===== src/rtl/regfile_pkg.sv =====
// Shared types and the write-port arbitration helper for the multi-port register file.
package regfile_pkg;

  localparam int DEF_XLEN  = 32;
  localparam int DEF_NREGS = 32;
  localparam int DEF_AW    = $clog2(DEF_NREGS);

  // Arbitration runs on inputs padded to these ceilings, so NUM_WR and AW must not exceed them
  localparam int MAX_WR   = 8;
  localparam int MAX_AW   = 16;
  localparam int WR_IDX_W = $clog2(MAX_WR);

  typedef logic [DEF_AW-1:0]   reg_addr_t;
  typedef logic [DEF_XLEN-1:0] xlen_t;

  typedef struct packed {
    logic                hit;
    logic [WR_IDX_W-1:0] port;
  } wr_sel_t;

  function automatic wr_sel_t wr_winner(
    input logic [MAX_WR-1:0]        en,
    input logic [MAX_WR*MAX_AW-1:0] addr,
    input int unsigned              r
  );
    wr_sel_t sel;
    sel.hit  = 1'b0;
    sel.port = '0;
    // Later ports overwrite earlier matches, so the highest index wins
    for (int p = 0; p < MAX_WR; p++) begin
      if (en[p] && (addr[p*MAX_AW +: MAX_AW] == r[MAX_AW-1:0])) begin
        sel.hit  = 1'b1;
        sel.port = WR_IDX_W'(p);
      end
    end
    return sel;
  endfunction

endpackage


===== src/rtl/regfile_cell.sv =====
// Single register of the file: async active-low reset, load on enable.
module regfile_cell #(
  parameter int W = 32
) (
  input  logic         clk,
  input  logic         reset_n,
  input  logic         en,
  input  logic [W-1:0] d,
  output logic [W-1:0] q
);

  always_ff @(posedge clk or negedge reset_n) begin
    if (!reset_n)
      q <= '0;
    else if (en)
      q <= d;
  end

endmodule


===== src/rtl/regfile_mp.sv =====
// Multi-port register file with prioritised writes, write-through bypass and a
// per-register busy scoreboard for hazard detection.
module regfile_mp
  import regfile_pkg::*;
#(
  parameter int XLEN     = DEF_XLEN,
  parameter int NREGS    = DEF_NREGS,
  parameter int NUM_RD   = 2,
  parameter int NUM_WR   = 2,
  parameter int BYPASS   = 1,
  parameter int ZERO_REG = 1,
  localparam int AW      = $clog2(NREGS)
) (
  input  logic                   clk,
  input  logic                   reset_n,
  input  logic [NUM_RD*AW-1:0]   rd_addr,
  output logic [NUM_RD*XLEN-1:0] rd_data,
  output logic [NUM_RD-1:0]      rd_busy,
  input  logic [NUM_WR-1:0]      wr_en,
  input  logic [NUM_WR*AW-1:0]   wr_addr,
  input  logic [NUM_WR*XLEN-1:0] wr_data,
  input  logic                   iss_en,
  input  logic [AW-1:0]          iss_rd,
  input  logic                   flush,
  output logic [NREGS-1:0]       busy_vec
);

  logic [MAX_WR-1:0]        en_pad;
  logic [MAX_WR*MAX_AW-1:0] addr_pad;
  logic                     win_hit  [NREGS];
  logic [XLEN-1:0]          win_data [NREGS];
  logic [XLEN-1:0]          regs     [NREGS];
  logic [NREGS-1:0]         busy_q;
  logic [NREGS-1:0]         busy_d;

  always_comb begin
    en_pad   = '0;
    addr_pad = '0;
    for (int p = 0; p < NUM_WR; p++) begin
      en_pad[p]                    = wr_en[p];
      addr_pad[p*MAX_AW +: MAX_AW] = MAX_AW'(wr_addr[p*AW +: AW]);
    end
  end

  // Resolve one winning write per register; register 0 never accepts a write when hardwired
  always_comb begin
    wr_sel_t sel;
    for (int r = 0; r < NREGS; r++) begin
      sel         = wr_winner(en_pad, addr_pad, r);
      win_hit[r]  = sel.hit && !((ZERO_REG != 0) && (r == 0));
      win_data[r] = '0;
      for (int p = 0; p < NUM_WR; p++) begin
        if (int'(sel.port) == p)
          win_data[r] = wr_data[p*XLEN +: XLEN];
      end
    end
  end

  for (genvar r = 0; r < NREGS; r++) begin : g_reg
    if ((ZERO_REG != 0) && (r == 0)) begin : g_zero
      assign regs[r] = '0;
    end else begin : g_cell
      regfile_cell #(.W(XLEN)) u_cell (
        .clk     (clk),
        .reset_n (reset_n),
        .en      (win_hit[r]),
        .d       (win_data[r]),
        .q       (regs[r])
      );
    end
  end

  always_comb begin
    logic [AW-1:0]   a;
    logic [XLEN-1:0] d;
    rd_data = '0;
    rd_busy = '0;
    for (int i = 0; i < NUM_RD; i++) begin
      a = rd_addr[i*AW +: AW];
      d = regs[a];
      if ((BYPASS != 0) && win_hit[a])
        d = win_data[a];
      rd_data[i*XLEN +: XLEN] = d;
      rd_busy[i]              = busy_q[a];
    end
  end

  // Priority low to high: writeback clears, issue sets, flush clears everything
  always_comb begin
    busy_d = busy_q;
    for (int r = 0; r < NREGS; r++) begin
      if (win_hit[r])
        busy_d[r] = 1'b0;
      if (iss_en && (iss_rd == r[AW-1:0]))
        busy_d[r] = 1'b1;
      if (flush)
        busy_d[r] = 1'b0;
      if ((ZERO_REG != 0) && (r == 0))
        busy_d[r] = 1'b0;
    end
  end

  always_ff @(posedge clk or negedge reset_n) begin
    if (!reset_n)
      busy_q <= '0;
    else
      busy_q <= busy_d;
  end

  assign busy_vec = busy_q;

endmodule

===== config.mk =====
export PLATFORM = sky130hd
export DESIGN_NAME = regfile_mp
export DESIGN_NICKNAME = d
export VERILOG_FILES = /design/src/rtl/regfile_pkg.sv /design/src/rtl/regfile_cell.sv /design/src/rtl/regfile_mp.sv
export SDC_FILE = /design/constraint.sdc
export NUM_CORES = 2
export LEC_CHECK = 0
export BUFFER_PORTS_ARGS = -buffer_cell sky130_fd_sc_hd__buf_2
export CORE_ASPECT_RATIO = 1.25
export CORE_MARGIN = 3
export CORE_UTILIZATION = 46
export CTS_BUF_LIST = sky130_fd_sc_hd__clkbuf_4 sky130_fd_sc_hd__clkbuf_8
export DETAILED_ROUTE_END_ITERATION = 7
export PLACE_DENSITY = 0.72
export SLEW_MARGIN = 20
export SYNTH_ARGS = -nofsm -noshare
export SYNTH_HDL_FRONTEND = slang
export SYNTH_SLANG_ARGS = --single-unit
export TNS_END_PERCENT = 5

===== constraint.sdc =====
create_clock -name clk -period 3.3 [get_ports clk]
set_input_delay 0.165 -clock clk [delete_from_list [all_inputs] [get_ports clk]]
set_output_delay 0.165 -clock clk [all_outputs]
set_load 0.05 [all_outputs]

==> results.json <==
{
  "status": "complete, but fails checks",
  "violations": "DRC, hold timing, setup timing",
  "hold_ws_ns": -0.003886,
  "timing.final.ws_setup_ns": -0.1171,
  "area_growth_pct": 17.11,
  "timing.fmax_ghz": 0.2926,
  "maxSlewHeadroom": 0.1605,
  "cts.sinks": 1023,
  "core_area_um2": 156300,
  "drcViolationCount": 1,
  "hold_class": "in2reg",
  "ir_drop_v": 0.0004525,
  "period_needed_ns": 3.417,
  "cp.arrival_ns": 3.25,
  "crit_buf_inv": 1,
  "drt_iter0_drc": 9883,
  "fin_nets": 7298,
  "first_pass_iters": 8,
  "p_leak_nw": 36.87,
  "synth_top_area_frac": 0.3533,
  "synth_common_cells": "1,135 x mux2i_1, 1,023 x dfrtp_1, 777 x nand2_1",
  "start_util": 0.4637,
  "grt_pass1_vias": 65860,
  "ys_dominant_reg_cell": "dfrtp_1",
  "yosysSeqAreaShare": 0.3533,
  "synthTopCellsByArea": "dfrtp_1 35%, mux4_2 19%, mux2i_1 16%, o21ai_0 4.7%, nand2_1 4.0%",
  "cts_inserted_buffers": 164,
  "cp_cell_sequence": "mux4_2, mux4_2, nor3b_2, a221o_1, buf_12",
  "grt_overflow": 0,
  "fp.dieH_um": 449.7,
  "dp.cells": 8954,
  "synth-seq-cells": 1023,
  "tritoncts": "done",
  "grt_start_max_net_pins": 140,
  "viasPerCell": 7.087,
  "path_common_cell": "mux4_2",
  "clock-root-buffer": "clkbuf_8",
  "yosys_warnings": 0,
  "grt_usage": 0.3752,
  "place_hpwl_um": 188200,
  "syn_area_per_cell_um2": 10.25,
  "synth_edf_count": 0,
  "nFillCells": 12900,
  "path_max_fanout": 2,
  "portBuffers": 191,
  "drv_cap": 0,
  "gp_congestion": 1.018,
  "slew_viol_final": 0,
  "final-hold-violation-count": 1,
  "synth_cells": 7071,
  "period_share": 1.035,
  "post-synth-top-count-cell": "mux2i_1",
  "end_kind": "output port",
  "vias": 66620,
  "clockBufferDepth": 3,
  "die_width_um": 361.0,
  "die_area_um2": 162400,
  "fin_tns_setup_ns": -0.7361,
  "setup_viol": 18,
  "cp-start-kind": "flop",
  "critPathTopFamily": "multiplexers",
  "clk_latency_ns": 0.94,
  "syn_area_um2": 72460,
  "ant_nets": 0,
  "cp_slowest_cell": "mux4_2",
  "synth_nets": 7166,
  "rsz0062_at_grt": "true",
  "async_flop_share": 1.000,
  "grt_pass1_wl_um": 449000,
  "p_per_area_nw_per_um2": 532.9,
  "routed_wirelength_um": 310400,
  "cpPeakStageDelay_ns": 0.63,
  "worstPathRequired_ns": 3.13,
  "ios": 193,
  "synth_cell_types": 81,
  "yosys.area.top_type": "dfrtp_1",
  "final_cell_count_no_fill": 9400,
  "clock-skew-final_ns": 0,
  "post_drt_wl_per_cell_um": 33.02,
  "h-tree-depth": 4,
  "antenna_found_initial": 26,
  "max_slew.worst_pin.slew_ns": 1.259,
  "fp-row-count": 162,
  "critPathKind": "reg2out",
  "drive_above_1_share": 0.2709,
  "clkTransAtPathRegs_ns": 0.07
}
## worst paths after layout
path	slack, ns	end	cells past startpoint	from
min reg2reg	0.58	busy_vec[30]	2	busy_vec[30]
max in group asynchronous	1.90	g_reg[10].g_cell.u_cell.q[2]	5	reset_n
min	-0.004	busy_vec[1]	6	wr_addr[4]
max reg2reg	1.88	g_reg[5].g_cell.u_cell.q[30]	3	g_reg[5].g_cell.u_cell.q[30]
max	-0.12	rd_data[53]	5	g_reg[15].g_cell.u_cell.q[21]
min in group asynchronous	0.48	g_reg[30].g_cell.u_cell.q[28]	4	reset_n
## tightest hold or removal path: cells and delay by family
kind	cells	cell delay, ns
AOI/OAI and AO/OA	2	0.30
buffers and inverters	2	0.26
and+or+nand+nor	2	0.16
## timing repair
item	CTS	global route
hold endpoints to repair	2046	0
setup endpoints to repair	52	64
hold buffers	121	0
gates resized for setup	26	128
setup buffers	8	7
pin swaps	9	35
## final cells by class
| class | count | area (um^2) | area share |
|---|---|---|---|
| Antenna cell | 22 | 55.05 | 0.0006487 |
| Multi-Input combinational cell | 5121 | 44080 | 0.5194 |
| Clock inverter | 30 | 256.5 | 0.003023 |
| Inverter | 6 | 27.53 | 0.0003244 |
| Sequential cell | 1023 | 25600 | 0.3017 |
| Clock buffer | 261 | 3186 | 0.03754 |
| Timing Repair Buffer | 887 | 9094 | 0.1072 |
| Tap cell | 2050 | 2565 | 0.03023 |
## per-stage QoR
step / cell area [um^2] / power (mW) / utilization / setup slack, ns
final: 84860 / 45.22 / 0.5430 / -0.1171
after global routing: 84840 / 46.95 / 0.5429 / -0.1385
after CTS: 84310 / 44.58 / 0.5395 / -0.09149
after detailed placement: 79550 / 32.56 / 0.5090 / -0.3486
after global placement: 79550 / 31.83 / 0.5090 / -0.3344
after floorplan: 72460 / 27.31 / - / 0.03998
## registers in the layout (all words and copies together) (netlist names)
| register | flops |
|---|---|
| busy_vec | 31 |
| g.g_cell.u_cell.q | 992 |
## cell families (layout without fill, tap and decap cells)
family	after synthesis	after routing	synth area share
AO/OA/AOI/OAI	1563	1563	0.1279
XOR/XNOR	10	10	0.001209
buffers and inverters	927	1184	0.05087
flip-flops	1023	1023	0.3533
multiplexers	1901	1901	0.3688
other	1	23	0.00005175
AND/OR/NAND/NOR	1646	1646	0.09792
## report_power, final
group	internal, mW	total [mW]	switching (mW)
registers	15.8	18.3	2.52
clock network	6.18	11.9	5.70
logic	7.77	15.0	7.27
## placed cells by master, fill, tap and decap left out, types with 24 or more instances in the layout
cell           instances
a221oi_1              28
clkbuf_8             196
buf_6                 26
mux4_2               598
buf_2                112
a32oi_1               71
dlygate4sd3_1        119
mux2i_1             1129
a21oi_1              454
buf_12               178
a22oi_1               68
nor3b_1               31
dfrtp_1             1023
o21ai_0              660
buf_4                440
clkbuf_4              66
nor2_1               519
nor3_1                24
nand2_4               25
nand2_1              744
mux2_2               162
o21ai_1               59
o31ai_1               43
a221o_1               28
a22o_1                33
nor2_4                35
nand3_1               95
## routing by layer
metal	vias to the layer above	part of all wire	GRT usage
li1	26530	-	-
met5	-	0.00017	0.001188
met1	32350	0.33	0.4374
met3	1862	0.15	0.1563
met4	8	0.10	0.3203
met2	5880	0.42	0.5329
Power figures use the tool's default switching activity.
